### src/rtl/ram_responder.sv
// 256 x 4-bit data-memory slave on the CPU RAM bus with programmable wait states and one I/O-mapped address.
// Optional: define RAM_CLEAR_EN to zero the whole storage after every reset before accepting requests.
module ram_responder #(
  parameter int                DATA_W      = 4,
  parameter int                ADDR_W      = 8,
  parameter int                WAIT_STATES = 1,
  parameter logic [ADDR_W-1:0] IO_ADDR     = 8'hFF
) (
  input  logic              clk,
  input  logic              rst_n,
  input  logic              ram_RW,
  input  logic              ram_EN,
  input  logic [ADDR_W-1:0] ram_address_bus,
  input  logic [DATA_W-1:0] ram_data_bus_out,
  output logic [DATA_W-1:0] ram_data_bus_in,
  output logic              ram_ready,
  output logic              ram_busy,
  output logic              ram_err,
  input  logic [DATA_W-1:0] io_in,
  output logic [DATA_W-1:0] io_out
);

  localparam int         DEPTH   = 1 << ADDR_W;
  localparam logic [3:0] WS_INIT = 4'(WAIT_STATES);

`ifdef RAM_CLEAR_EN
  typedef enum logic [1:0] {S_IDLE, S_WAIT, S_DONE, S_CLEAR} state_t;
  localparam state_t S_RESET = S_CLEAR;
`else
  typedef enum logic [1:0] {S_IDLE, S_WAIT, S_DONE} state_t;
  localparam state_t S_RESET = S_IDLE;
`endif

  state_t            state_q, state_d;
  logic [3:0]        cnt_q, cnt_d;
  logic [ADDR_W-1:0] addr_q, addr_d;
  logic              rw_q, rw_d;
  logic [DATA_W-1:0] wdata_q, wdata_d;
  logic [DATA_W-1:0] io_cap_q, io_cap_d;
  logic              err_q, err_d;
  logic [DATA_W-1:0] io_out_q, io_out_d;
  logic [DATA_W-1:0] rdata_q, rdata_d;
`ifdef RAM_CLEAR_EN
  logic [ADDR_W-1:0] clr_addr_q, clr_addr_d;
`endif

  logic [DATA_W-1:0] mem [DEPTH];
  logic [DATA_W-1:0] mem_rd_q;
  logic              mem_we;
  logic [ADDR_W-1:0] mem_waddr;
  logic [DATA_W-1:0] mem_wdata;
  logic [ADDR_W-1:0] rd_addr;
  logic              io_hit;
  logic [DATA_W-1:0] rd_sel;

  // The registered read is steered to the bus address while idle so that a
  // zero-wait-state read already has its word when DONE is entered.
  assign rd_addr = (state_q == S_IDLE) ? ram_address_bus : addr_q;
  assign io_hit  = (addr_q == IO_ADDR);
  assign rd_sel  = io_hit ? io_cap_q : mem_rd_q;

  always_comb begin
    state_d   = state_q;
    cnt_d     = cnt_q;
    addr_d    = addr_q;
    rw_d      = rw_q;
    wdata_d   = wdata_q;
    io_cap_d  = io_cap_q;
    err_d     = err_q;
    io_out_d  = io_out_q;
    rdata_d   = rdata_q;
    mem_we    = 1'b0;
    mem_waddr = addr_q;
    mem_wdata = wdata_q;
`ifdef RAM_CLEAR_EN
    clr_addr_d = clr_addr_q;
`endif
    case (state_q)
      S_IDLE: begin
        if (ram_EN) begin
          addr_d  = ram_address_bus;
          rw_d    = ram_RW;
          wdata_d = ram_data_bus_out;
          if (!ram_RW && (ram_address_bus == IO_ADDR)) io_cap_d = io_in;
          cnt_d   = WS_INIT;
          state_d = (WAIT_STATES == 0) ? S_DONE : S_WAIT;
        end
      end
      S_WAIT: begin
        if (ram_EN) err_d = 1'b1;
        cnt_d = cnt_q - 4'd1;
        if (cnt_q <= 4'd1) state_d = S_DONE;
      end
      S_DONE: begin
        if (ram_EN) err_d = 1'b1;
        if (rw_q) begin
          mem_we = !io_hit;
        end else begin
          rdata_d = rd_sel;
        end
        state_d = S_IDLE;
      end
`ifdef RAM_CLEAR_EN
      S_CLEAR: begin
        if (ram_EN) err_d = 1'b1;
        mem_we     = 1'b1;
        mem_waddr  = clr_addr_q;
        mem_wdata  = '0;
        clr_addr_d = clr_addr_q + 1'b1;
        if (clr_addr_q == {ADDR_W{1'b1}}) state_d = S_IDLE;
      end
`endif
      default: state_d = S_IDLE;
    endcase
    // io_out is updated on entry to DONE so it is already valid while ram_ready is high.
    if ((state_d == S_DONE) && rw_d && (addr_d == IO_ADDR)) io_out_d = wdata_d;
  end

  always_ff @(posedge clk or negedge rst_n) begin
    if (!rst_n) begin
      state_q  <= S_RESET;
      cnt_q    <= '0;
      addr_q   <= '0;
      rw_q     <= 1'b0;
      wdata_q  <= '0;
      io_cap_q <= '0;
      err_q    <= 1'b0;
      io_out_q <= '0;
      rdata_q  <= '0;
`ifdef RAM_CLEAR_EN
      clr_addr_q <= '0;
`endif
    end else begin
      state_q  <= state_d;
      cnt_q    <= cnt_d;
      addr_q   <= addr_d;
      rw_q     <= rw_d;
      wdata_q  <= wdata_d;
      io_cap_q <= io_cap_d;
      err_q    <= err_d;
      io_out_q <= io_out_d;
      rdata_q  <= rdata_d;
`ifdef RAM_CLEAR_EN
      clr_addr_q <= clr_addr_d;
`endif
    end
  end

  // Storage is intentionally outside the reset so it maps onto block RAM.
  always_ff @(posedge clk) begin
    if (mem_we) mem[mem_waddr] <= mem_wdata;
    mem_rd_q <= mem[rd_addr];
  end

  assign ram_data_bus_in = ((state_q == S_DONE) && !rw_q) ? rd_sel : rdata_q;
  assign ram_ready       = (state_q == S_DONE);
  assign ram_busy        = (state_q != S_IDLE);
  assign ram_err         = err_q;
  assign io_out          = io_out_q;

endmodule

### config.mk
export PLATFORM = sky130hd
export DESIGN_NAME = ram_responder
export DESIGN_NICKNAME = d
export VERILOG_FILES = /design/src/rtl/ram_responder.sv
export SDC_FILE = /design/constraint.sdc
export NUM_CORES = 1
export LEC_CHECK = 0
export CELL_PAD_IN_SITES_DETAIL_PLACEMENT = 0
export CELL_PAD_IN_SITES_GLOBAL_PLACEMENT = 1
export CORE_MARGIN = 1
export CORE_UTILIZATION = 50
export CTS_BUF_LIST = sky130_fd_sc_hd__clkbuf_16
export CTS_CLUSTER_SIZE = 16
export DETAILED_ROUTE_END_ITERATION = 7
export HOLD_SLACK_MARGIN = 0.12
export PLACE_DENSITY = 0.74
export SKIP_LAST_GASP = 1
export SLEW_MARGIN = 20
export SYNTH_ARGS = -nofsm -noshare
export SYNTH_HDL_FRONTEND = slang
export SYNTH_SLANG_ARGS = --single-unit
### constraint.sdc
create_clock -name clk -period 8.99 [get_ports clk]
set_clock_uncertainty 0.15 [all_clocks]
set_input_delay 2.2475 -clock clk [delete_from_list [all_inputs] [get_ports clk]]
set_output_delay 2.2475 -clock clk [all_outputs]
set_load 0.02 [all_outputs]
==> Word level (Yosys, flattened, before mapping) <==
Memory sizes are Yosys's and may differ from the RTL's. A register that Yosys moved wholly into a read port is not among the register bits.
Index checks and enable logic that the tools add are counted.
Widths: inputs -> output; s select.
{ "word_totals": {"reg_bits": 32, "ram_bits": 1024, "inputBits": 20, "output_inout_bits": 11, "word_cells": 53, "mem_count": 1} }
{ "op_classes": {"n_addsub": 1, "n_lt_le_gt_ge": 1, "n_eq_ne": 7, "n_mux": 18, "bitwise_logic": 1, "n_reduce_logical": 15} }
{ "mem_list": {"columns": ["memory", "words", "width", "read_ports", "rd_clocked_by_memory_dff", "wr", "line_no", "source"], "rows": [
  ["mem", 256, 4, 1, 1, 1, "47", "logic [DATA_W-1:0] mem [DEPTH];"]
]} }
{ "op_table": {"columns": ["op", "n"], "rows": [
  ["$eq 8x8->1 const B", 3],
  ["$mux 8", 3],
  ["$mux 4", 5],
  ["$pmux 4 s2", 1],
  ["$mux 1", 6],
  ["$reduce_and 2->1", 3],
  ["$eq 2x2->1 const B", 2],
  ["$le 4x1->1 const B", 1],
  ["$logic_and 1x1->1", 4],
  ["$mux 2", 2],
  ["$pmux 2 s2", 1],
  ["$reduce_bool 2->1", 2],
  ["$sub 4x1->4 const B", 1],
  ["$logic_not 1->1", 3],
  ["$reduce_and 3->1", 1],
  ["$eq 2x1->1 const B", 1],
  ["$logic_not 2->1", 1],
  ["$ne 2x2->1 const B", 1],
  ["$reduce_or 2->1", 1],
  ["$not 1->1", 1]
]} }

==> Logic depth before layout (Yosys ltp) <==
{ "logic_depth": {"depth_word": 6, "mapped_depth": 15, "ltp_nobuf": 10} }

==> Worst setup path before layout <==
No wires, ideal clock.
{ "synth_timing": {"path_kind": "input to register", "from": "input ram_address_bus[0]", "to": "register mem_rd_q[2] (read register of mem)", "setup_time_ns": 0.122, "arrival_ns": 4.169, "t_required_ns": 8.718, "path_slack_ns": 4.549, "cell_stages": 9, "n_path_buf": 2, "cell_sequence": "mux2i_4 > buf_6 > buf_2 > mux4_2 > a2111oi_0 > nor3_1 > nor3_1 > nand2_1 > o311a_1"} }
{ "synth_between": {"elab_chain_len": 1} }
{ "synth_rtl": {"columns": ["item", "line_no", "source"], "rows": [
  ["start, declared", "13", "input logic [ADDR_W-1:0] ram_address_bus,"],
  ["$mux 8", "58", "assign rd_addr = (state_q == S_IDLE) ? ram_address_bus : addr_q;"],
  ["end, declared", "48", "logic [DATA_W-1:0] mem_rd_q;"]
]} }
Every way passes these cells.
A chain may end at the register's enable or synchronous reset.

==> Worst setup path after layout <==
{ "layout_timing": {"from": "input ram_address_bus[1]", "to": "register mem_rd_q[2] (read register of mem)"} }
The elaborated chain is that of the path after synthesis.

==> flow_summary.json <==
{
  "drc": 0,
  "dr.pass1.iters": 6,
  "syn_inst": 3027,
  "clk_latency_ps": 690,
  "holdPathStages": 1,
  "reg2reg_to": "mem_rd_q[1]",
  "layout_commonest_cell": "edfxtp_1",
  "min_period_over_period": 0.687,
  "h-tree-depth": 3,
  "rsz0062_at_grt": "no",
  "fmax_ghz": 0.162,
  "r2r_slack_ps": 3940,
  "setup.worst_path.end_class": "register",
  "synthArstFlopShare": 0.0302,
  "yosys.area_share.adder": 0.00146,
  "grt_max_degree": 192,
  "path_delay_family": "buffers and inverters",
  "grt_antenna_before_repair": 1,
  "start_util": 0.508,
  "setup_ws_ps": 2820,
  "ir_drop_mv": 0.550,
  "criticalPathCategory": "primary input to register",
  "cts_tree": "done",
  "synthMuxAreaShare": 0.0711,
  "max_cap_viol_count": 0,
  "vias": 25700,
  "worst-slew-pin-transition_ps": 1110,
  "antenna_cells": 0,
  "clockRootBuffer": "clkbuf_16",
  "dieArea_um2": 86800,
  "fp.dieH_um": 295,
  "cp-start-kind": "primary input",
  "dp.cells": 4037,
  "synthSimpleGateAreaFrac": 0.112,
  "whs_endpoint": "ram_err",
  "ys_types": 43,
  "r2r-start": "state_q[1]",
  "reg2reg_depth": 12,
  "ys_seq_elements": 1060,
  "cp_max_fo": 108,
  "gp_congestion": 0.863,
  "clock_path_buffers": 3,
  "clkTransAtPathRegs_ps": 60,
  "synth_top_family_by_area": "simple AND/OR/NAND/NOR gates",
  "syn_area_per_cell_um2": 14.1,
  "grt_first_pass_wirelength_um": 166000,
  "synth_area_leader_cell": "edfxtp_1",
  "outcome": "finished clean",
  "nets": 3038,
  "port_buffers": 30,
  "holdBufCountCts": 0,
  "syn_area_um2": 42800,
  "drive_above_1_share": 0.0896,
  "final_max_slew_viol_count": 0,
  "path_buf_inv": 2,
  "syn2layout_area_growth_pct": 11.4,
  "tns_ps": 0,
  "drtIter0Drc": 2708,
  "power_leakage_nw": 15.9,
  "synth.top_cell.area_share": 0.718,
  "relSlewSlack": 0.260,
  "period_needed_ps": 6170,
  "cts_inserted_buffers": 107,
  "finalPower_mw": 16.3,
  "worstPathRequired_ps": 9420,
  "slowest_delay_ps": 830,
  "synth_top_cells_by_area": "edfxtp_1, mux2i_1, nand2_1",
  "mostFrequentLayoutCells": "edfxtp_1, nand2_1, nor2_1",
  "crit_path_top_delay_cell": "buf_4",
  "routed_wirelength_um": 111000,
  "die_w_um": 295,
  "wl_per_cell_um": 26.3,
  "layout.cells.non_filler": 4237,
  "grt-ovfl-total": 0,
  "hold_start": "ram_err",
  "cp.arrival_ps": 6600,
  "pwr_density_cell_nw_per_um2": 341,
  "holdWs_ps": 311,
  "hpwl_um": 64000,
  "synth_compound_area_frac": 0.0537,
  "setup-violations-final": 0,
  "cts_setup_buffers": 0,
  "core_region_area_um2": 84200,
  "ant_nets": 0,
  "grt_usage": 0.260,
  "place_ws_ps": 2070,
  "num_io_pins": 31,
  "cts_sinks": 1060,
  "grt_pass1_vias": 25600,
  "synth_ff_type": "edfxtp_1",
  "path_cells": "clkdlybuf4s50_1 -> mux2_8 -> buf_4 -> mux4_2 -> a2111oi_0 -> nor3_1 -> nor4_1 -> o21ai_1 -> o311a_1",
  "yosysSeqAreaShare": 0.739,
  "yosys.area_share.xor_xnor": 0,
  "yosys_warnings": 0,
  "viasPerCell": 6.06,
  "row_count": 106,
  "hold_viol": 0,
  "synth_edf_count": 1024,
  "ctsResizeCount": 0,
  "min_path_type": "register to register"
}
[cell type report]
type | count | area, um2
Clock buffer | 109 | 2730
Clock inverter | 90 | 816
Fill cell | 6688 | 36500
Inverter | 6 | 22.5
Multi-Input combinational cell | 1760 | 10300
Sequential cell | 1060 | 31600
Tap cell | 1134 | 1420
Timing Repair Buffer | 78 | 756
[cell usage after synthesis, types with 2 or more instances]
library cell  number
nor3_1            46
buf_4             20
a2111oi_0         27
a311oi_1           8
a31oi_1           47
nand2_1          551
nand4_1            3
nor3b_1            4
nand2b_1           3
inv_1              6
buf_2             62
mux4_2            26
ha_1               5
mux2_2            26
o21ai_1            4
dfxtp_1            4
o221ai_1          94
o21ai_0           13
mux2i_1          214
buf_6              8
nor2_1           270
nand3_1          218
edfxtp_1        1024
a21o_1             3
nor4_1            31
o221a_1            2
clkbuf_1          95
or4_1              7
a21oi_1          131
dfrtp_1           32
o22ai_1            8
buf_1             19
nor2b_1            6
[metrics by stage]
step | area (um2) | utilization
floorplan | 42800 | -
global placement | 44100 | 0.524
detailed placement | 44100 | 0.524
CTS | 47700 | 0.566
global route | 47700 | 0.567
finish | 47700 | 0.567
[where the power goes]
part           leakage (nW)  total, mW  switching, mW  internal (mW)
clock                  1.81       4.47           1.85           2.62
sequential             9.64       6.58          0.339           6.24
combinational          4.42       5.22           3.78           1.45
total                  15.9       16.3           5.97           10.3
[logic make-up (layout without fill, tap and decap cells)]
| group | after synthesis | in the layout |
|---|---|---|
| buf+inv | 210 | 283 |
| simple gates | 1143 | 1143 |
| flops | 1060 | 1060 |
| other cells | 1 | 4 |
| mux | 267 | 267 |
| compound gates | 341 | 341 |
| fa+ha+maj | 5 | 5 |
[worst max-delay path by stage]
| stage | endpoint | depth (start not counted) | slack, ps | from |
|---|---|---|---|---|
| floorplan | mem_rd_q[2] | 9 | 4550 | ram_address_bus[0] |
| global placement | mem_rd_q[2] | 9 | 2210 | ram_address_bus[1] |
| detailed placement | mem_rd_q[2] | 9 | 2070 | ram_address_bus[1] |
| CTS | mem_rd_q[2] | 9 | 2800 | ram_address_bus[1] |
| global route | mem_rd_q[2] | 9 | 2700 | ram_address_bus[1] |
| finish | mem_rd_q[2] | 9 | 2820 | ram_address_bus[1] |
[layer usage]
layer	wire [um]	up-vias	share of wire	GRT usage
li1	-	11400	-	-
met1	47500	13000	0.43	0.371
met2	52200	1091	0.47	0.413
met3	9010	146	0.081	0.0437
met4	2620	0	0.023	0.0732
met5	0	-	0	0
[sequential cells by signal, summed over array words and instances (netlist names)]
signal,flops
addr_q,8
cnt_q,4
io_cap_q,4
io_out,4
mem,1024
mem_rd_q,4
mem_wdata,4
ram_err,1
rdata_q,4
rw_q,1
state_q,2
No activity file was read; power rests on OpenSTA's default activity.
